`config.mk`:
```
export PLATFORM = sky130hd
export DESIGN_NAME = regbus_arbiter
export DESIGN_NICKNAME = d
export VERILOG_FILES = /design/src/rtl/regbus_arbiter.sv
export SDC_FILE = /design/constraint.sdc
export NUM_CORES = 1
export LEC_CHECK = 0
export BUFFER_PORTS_ARGS = -buffer_cell sky130_fd_sc_hd__buf_2
export CAP_MARGIN = 0
export CORE_AREA = 2 2 133 135
export DETAILED_ROUTE_END_ITERATION = 8
export DIE_AREA = 0 0 135 137
export GPL_TIMING_DRIVEN = 0
export PLACE_DENSITY = 0.79
export SKIP_LAST_GASP = 1
export SLEW_MARGIN = 20
export SYNTH_ARGS = -nofsm -noshare
export SYNTH_HDL_FRONTEND = slang
export SYNTH_SLANG_ARGS = --single-unit
```
`constraint.sdc`:
```
create_clock -name clk_i -period 2.4 [get_ports clk_i]
set_input_delay 0.48 -clock clk_i [delete_from_list [all_inputs] [get_ports clk_i]]
set_output_delay 0.48 -clock clk_i [all_outputs]
set_load 0.01 [all_outputs]
```
`src/rtl/regbus_arbiter.sv`:
```
// Round-robin arbiter sharing one pulse-req / delayed-ack register port between
// NUM_REQ requesters, with per-requester depth-1 slots, timeout and overrun flags.

module regbus_slot #(
  parameter int ADDR_WIDTH = 9
) (
  input  logic                  clk,
  input  logic                  reset_n,
  input  logic                  req,
  input  logic                  we,
  input  logic [ADDR_WIDTH-1:0] addr,
  input  logic [31:0]           wdata,
  input  logic                  free,
  output logic                  pend,
  output logic                  slot_we,
  output logic [ADDR_WIDTH-1:0] slot_addr,
  output logic [31:0]           slot_wdata,
  output logic                  overrun
);
  // The slot stays pending through its whole transaction; the completion
  // cycle frees it, so a request landing on that cycle refills it directly.
  always_ff @(posedge clk) begin
    if (!reset_n) begin
      pend       <= 1'b0;
      slot_we    <= 1'b0;
      slot_addr  <= '0;
      slot_wdata <= '0;
      overrun    <= 1'b0;
    end else begin
      if (req && (!pend || free)) begin
        pend       <= 1'b1;
        slot_we    <= we;
        slot_addr  <= addr;
        slot_wdata <= wdata;
      end else if (free) begin
        pend <= 1'b0;
      end
      if (req && pend && !free) overrun <= 1'b1;
    end
  end
endmodule

module regbus_arbiter #(
  parameter int          NUM_REQ    = 2,
  parameter int          ADDR_WIDTH = 9,
  parameter int          TIMEOUT    = 16,
  parameter logic [31:0] ERR_DATA   = 32'hDEADBEEF
) (
  input  logic                          clk_i,
  input  logic                          reset_ni,
  input  logic [NUM_REQ-1:0]            req_i,
  input  logic [NUM_REQ-1:0]            we_i,
  input  logic [NUM_REQ*ADDR_WIDTH-1:0] addr_i,
  input  logic [NUM_REQ*32-1:0]         wdata_i,
  output logic [NUM_REQ-1:0]            ack_o,
  output logic [31:0]                   rdata_o,
  output logic [NUM_REQ-1:0]            err_o,
  output logic [NUM_REQ-1:0]            overrun_o,
  output logic                          wreq_o,
  output logic [ADDR_WIDTH-1:0]         waddr_o,
  output logic [31:0]                   wdata_o,
  input  logic                          wack_i,
  output logic                          rreq_o,
  output logic [ADDR_WIDTH-1:0]         raddr_o,
  input  logic [31:0]                   rdata_i,
  input  logic                          rack_i,
  output logic                          busy_o,
  output logic [15:0]                   timeout_cnt_o
);
  localparam int GW = (NUM_REQ > 1) ? $clog2(NUM_REQ) : 1;
  localparam int CW = $clog2(TIMEOUT + 1);

  typedef enum logic [1:0] {IDLE, ISSUE, WAIT, RESP} state_t;
  state_t state, state_nxt;

  logic [NUM_REQ-1:0]                 pend, slot_we, gnt_oh;
  logic [NUM_REQ-1:0][ADDR_WIDTH-1:0] slot_addr;
  logic [NUM_REQ-1:0][31:0]           slot_wdata;
  logic [GW-1:0]                      grant, ptr, sel, idx;
  logic                               we_q, err_q, done, expire;
  logic [CW-1:0]                      cnt;
  logic [31:0]                        cap, wdata_q;
  logic [ADDR_WIDTH-1:0]              waddr_q, raddr_q;
  logic [15:0]                        tcnt;

  for (genvar i = 0; i < NUM_REQ; i++) begin : g_slot
    regbus_slot #(.ADDR_WIDTH(ADDR_WIDTH)) u_slot (
      .clk       (clk_i),
      .reset_n   (reset_ni),
      .req       (req_i[i]),
      .we        (we_i[i]),
      .addr      (addr_i[i*ADDR_WIDTH +: ADDR_WIDTH]),
      .wdata     (wdata_i[i*32 +: 32]),
      .free      (ack_o[i]),
      .pend      (pend[i]),
      .slot_we   (slot_we[i]),
      .slot_addr (slot_addr[i]),
      .slot_wdata(slot_wdata[i]),
      .overrun   (overrun_o[i])
    );
  end

  // Scan from farthest to nearest so the first pending index after ptr wins.
  always_comb begin
    sel = ptr;
    idx = '0;
    for (int k = NUM_REQ; k >= 1; k--) begin
      idx = GW'((int'(ptr) + k) % NUM_REQ);
      if (pend[idx]) sel = idx;
    end
  end

  always_comb begin
    gnt_oh        = '0;
    gnt_oh[grant] = 1'b1;
  end

  assign done   = we_q ? wack_i : rack_i;
  assign expire = (cnt == CW'(TIMEOUT - 1));

  always_comb begin
    state_nxt = state;
    case (state)
      IDLE:    if (|pend) state_nxt = ISSUE;
      ISSUE:   state_nxt = WAIT;
      WAIT:    if (done || expire) state_nxt = RESP;
      RESP:    state_nxt = IDLE;
      default: state_nxt = IDLE;
    endcase
  end

  always_ff @(posedge clk_i) begin
    if (!reset_ni) begin
      state   <= IDLE;
      ptr     <= GW'(NUM_REQ - 1);
      grant   <= '0;
      we_q    <= 1'b0;
      err_q   <= 1'b0;
      cnt     <= '0;
      cap     <= '0;
      waddr_q <= '0;
      raddr_q <= '0;
      wdata_q <= '0;
      tcnt    <= '0;
    end else begin
      state <= state_nxt;
      case (state)
        IDLE: if (|pend) begin
          grant <= sel;
          ptr   <= sel;
          we_q  <= slot_we[sel];
          if (slot_we[sel]) begin
            waddr_q <= slot_addr[sel];
            wdata_q <= slot_wdata[sel];
          end else begin
            raddr_q <= slot_addr[sel];
          end
        end
        ISSUE: cnt <= '0;
        // A real ack on the expiry cycle takes priority over the timeout.
        WAIT: if (done) begin
          err_q <= 1'b0;
          cap   <= we_q ? 32'h0 : rdata_i;
        end else if (expire) begin
          err_q <= 1'b1;
          cap   <= we_q ? 32'h0 : ERR_DATA;
          if (tcnt != 16'hFFFF) tcnt <= tcnt + 16'd1;
        end else begin
          cnt <= cnt + 1'b1;
        end
        default: ;
      endcase
    end
  end

  assign wreq_o        = (state == ISSUE) && we_q;
  assign rreq_o        = (state == ISSUE) && !we_q;
  assign waddr_o       = waddr_q;
  assign raddr_o       = raddr_q;
  assign wdata_o       = wdata_q;
  assign ack_o         = (state == RESP) ? gnt_oh : '0;
  assign err_o         = (state == RESP && err_q) ? gnt_oh : '0;
  assign rdata_o       = (state == RESP) ? cap : 32'h0;
  assign busy_o        = (state != IDLE);
  assign timeout_cnt_o = tcnt;
endmodule

```
==> impl_metrics.env <==
export IMPL_status="finished, final reports clean"
export IMPL_clock_sinks=197
export IMPL_die_h_um=137
export IMPL_rsz0062_at_grt="false"
export IMPL_die_area_um2=18500
export IMPL_period_minus_slack_ps=2240
export IMPL_worstSkewPairLatency_ps=430
export IMPL_grt_start_max_net_pins=17
export IMPL_pre_cts_ws_ps=71.2
export IMPL_maxSlewHeadroom_pct=47.4
export IMPL_synth_area_mux_share_pct=5.83
export IMPL_worstSetupStartpointType="flop"
export IMPL_leakage_nw=4.63
export IMPL_finish_utilization_pct=63.6
export IMPL_yosys_area_top_type="dfxtp_1"
export IMPL_postSynth_asyncResetShare_pct=0
export IMPL_routed_via_density=5.48
export IMPL_critPathKind="flop to output port"
export IMPL_end_kind="output port"
export IMPL_boundaryPins=229
export IMPL_antenna_cells=0
export IMPL_seq_area_frac_synth_pct=44.6
export IMPL_yosys_area_share_adder_pct=0.990
export IMPL_fp_coreArea_um2=17100
export IMPL_cp_arrival_ps=1760
export IMPL_first_pass_iters=5
export IMPL_synth_top_cells_by_count="dfxtp_1 (197), nand2_1 (128), a21oi_1 (90)"
export IMPL_setup_tns_final_ps=0
export IMPL_rows=48
export IMPL_power_mw=8.61
export IMPL_ir_drop_mv=0.600
export IMPL_port_buffers=227
export IMPL_slew_violations=0
export IMPL_post_cts_resized=2
export IMPL_clk_pin_slew_ps=70
export IMPL_hold_class="input pin to flop"
export IMPL_synth_xor_area_share_pct=0.0990
export IMPL_synth_cells=1044
export IMPL_synth_most_common_cell="dfxtp_1"
export IMPL_synth_seq_cells=197
export IMPL_hold_buffers=0
export IMPL_initial_core_util_pct=51.9
export IMPL_vias=8371
export IMPL_synth_edf_count=0
export IMPL_ys_types=47
export IMPL_path_max_fanout=10
export IMPL_drt_iter0_drc=564
export IMPL_htree_levels=4
export IMPL_grt_pass1_vias=7643
export IMPL_cts_setup_buffers=0
export IMPL_clockBufferDepth=2
export IMPL_synthesis_area_um2=8840
export IMPL_finalNonFillerCells=1527
export IMPL_timing_fmax_mhz=447
export IMPL_grt_remaining_overflow=0
export IMPL_ant_nets=0
export IMPL_finalCritPeriodShare_pct=93.1
export IMPL_place_congestion=0.875
export IMPL_grt_pass1_wl_mm=38.4
export IMPL_final_fill_count=1499
export IMPL_finalSetupViolations=0
export IMPL_max_cap_viol_count=0
export IMPL_hold_viol=0
export IMPL_synth_top_family_by_area="compound AO/OA/AOI/OAI gates"
export IMPL_layout_setup_ws_ps=165
export IMPL_cts_tree="yes"
export IMPL_drive_gt1_share_pct=22.5
export IMPL_synth_flop_cell="dfxtp_1"
export IMPL_synth_warnings=0
export IMPL_dp_cells=1496
export IMPL_wire_per_inst_um=16.3
export IMPL_cts_made_buffers=17
export IMPL_wirelength_mm=24.9
export IMPL_tightest_slew_ps=789
export IMPL_dieWidth_um=135
export IMPL_skew_ps=9.43
export IMPL_grtUsageTotal_pct=26.6
export IMPL_dp_final_hpwl_mm=19.0
export IMPL_antenna_found_initial=1
export IMPL_cts_root_buffer="clkbuf_16"
export IMPL_synth_nets=1173
export IMPL_synth_compound_area_share_pct=22.2
export IMPL_syn_to_final_growth_pct=22.6
export IMPL_pwr_density_cell_nw_per_um2=794
export IMPL_yosysTopAreaCellShare_pct=44.6
export IMPL_crit_required_ps=1920
export IMPL_synth_simple_area_share_pct=18.6
export IMPL_ys_top_cells_by_area="dfxtp_1 (45%), nand2_1 (5.4%), mux2i_1 (5.3%)"
export IMPL_final_nets=1419
export IMPL_avgSynthCellArea_um2=8.47
export IMPL_drc=0
-- routing by layer --
layer  GRT usage, %  part of all wire, %
met3           5.04                  7.4
met5              0                    0
met2           44.1                   46
met4           9.95                  2.4
met1           34.5                   44
-- path summary, 6_finish.rpt --
path	end	depth (start not counted)	slack (ps)	startpoint
worst max-delay path	rdata_o[17]	4	160	state[0]$_SDFFE_PN0P_
worst min-delay path	g_slot[1].u_slot.slot_wdata[6]$_SDFFE_PN0P_	3	290	wdata_i[38]
worst max register to register	g_slot[1].u_slot.slot_wdata[1]$_SDFFE_PN0P_	7	180	state[0]$_SDFFE_PN0P_
worst min register to register	cap[25]$_SDFFE_PN0P_	2	450	cap[25]$_SDFFE_PN0P_
-- placed cells by master (no fill, tap or decap), drive strengths merged, types with 3 or more instances in the layout --
master,count
buf,253
dfxtp,197
nand2,128
clkbuf,91
a21oi,90
inv,74
nor2,66
a211oi,51
and3,49
mux2i,48
a21boi,43
a2111oi,41
and2,39
a211o,24
nand3,18
a31oi,12
o21ai,9
or4,7
ha,7
nand4,7
nand2b,6
o31ai,6
or3,4
clkinv,4
nor2b,3
clkinvlp,3
nor4,3
-- where the power goes --
| group | switching, mW | internal (mW) |
|---|---|---|
| Sequential | 0.190 | 3.59 |
| Combinational | 1.27 | 0.747 |
| Clock | 1.25 | 1.56 |
-- area by class of cell --
type / count / area (um^2) / area share (%)
sequential: 197 / 3940 / 36.4
buffer: 97 / 418 / 3.85
clock buffer: 20 / 447 / 4.12
multi-input combinational: 678 / 4220 / 38.9
clock inverter: 11 / 128 / 1.18
tap: 225 / 282 / 2.60
inverter: 72 / 270 / 2.49
timing repair buffer: 227 / 1140 / 10.5
-- through the flow --
step,cell area [um^2],hold WS (ps)
finish,10800,285
global route,10800,278
CTS,10800,269
detailed placement,10300,439
global placement,10300,433
floorplan,8840,427
-- critical path, stage by stage (launching register included) --
cell,delay (ps)
dfxtp_1,390
ha_2,340
clkbuf_1,280
and2_1,190
buf_2,130
-- state kept, by name, summed over array words and instances, names as in the netlist --
name,count
waddr_o,9
g_slot.u_slot.slot_wdata,64
ptr,1
g_slot.u_slot.overrun,2
g_slot.u_slot.slot_we,2
state,2
timeout_cnt_o,16
grant,1
wdata_o,32
cnt,5
cap,32
g_slot.u_slot.slot_addr,18
err_q,1
we_q,1
raddr_o,9
g_slot.u_slot.pend,2
-- kinds of logic after synthesis --
family                   count (synthesis)
buffers and inverters                  169
flip-flops                             197
multiplexers                            50
AO/OA/AOI/OAI                          284
adder cells (fa/ha/maj)                  7
XOR/XNOR                                 1
AND/OR/NAND/NOR                        336
Note: power is estimated with default switching activity, not from simulation.
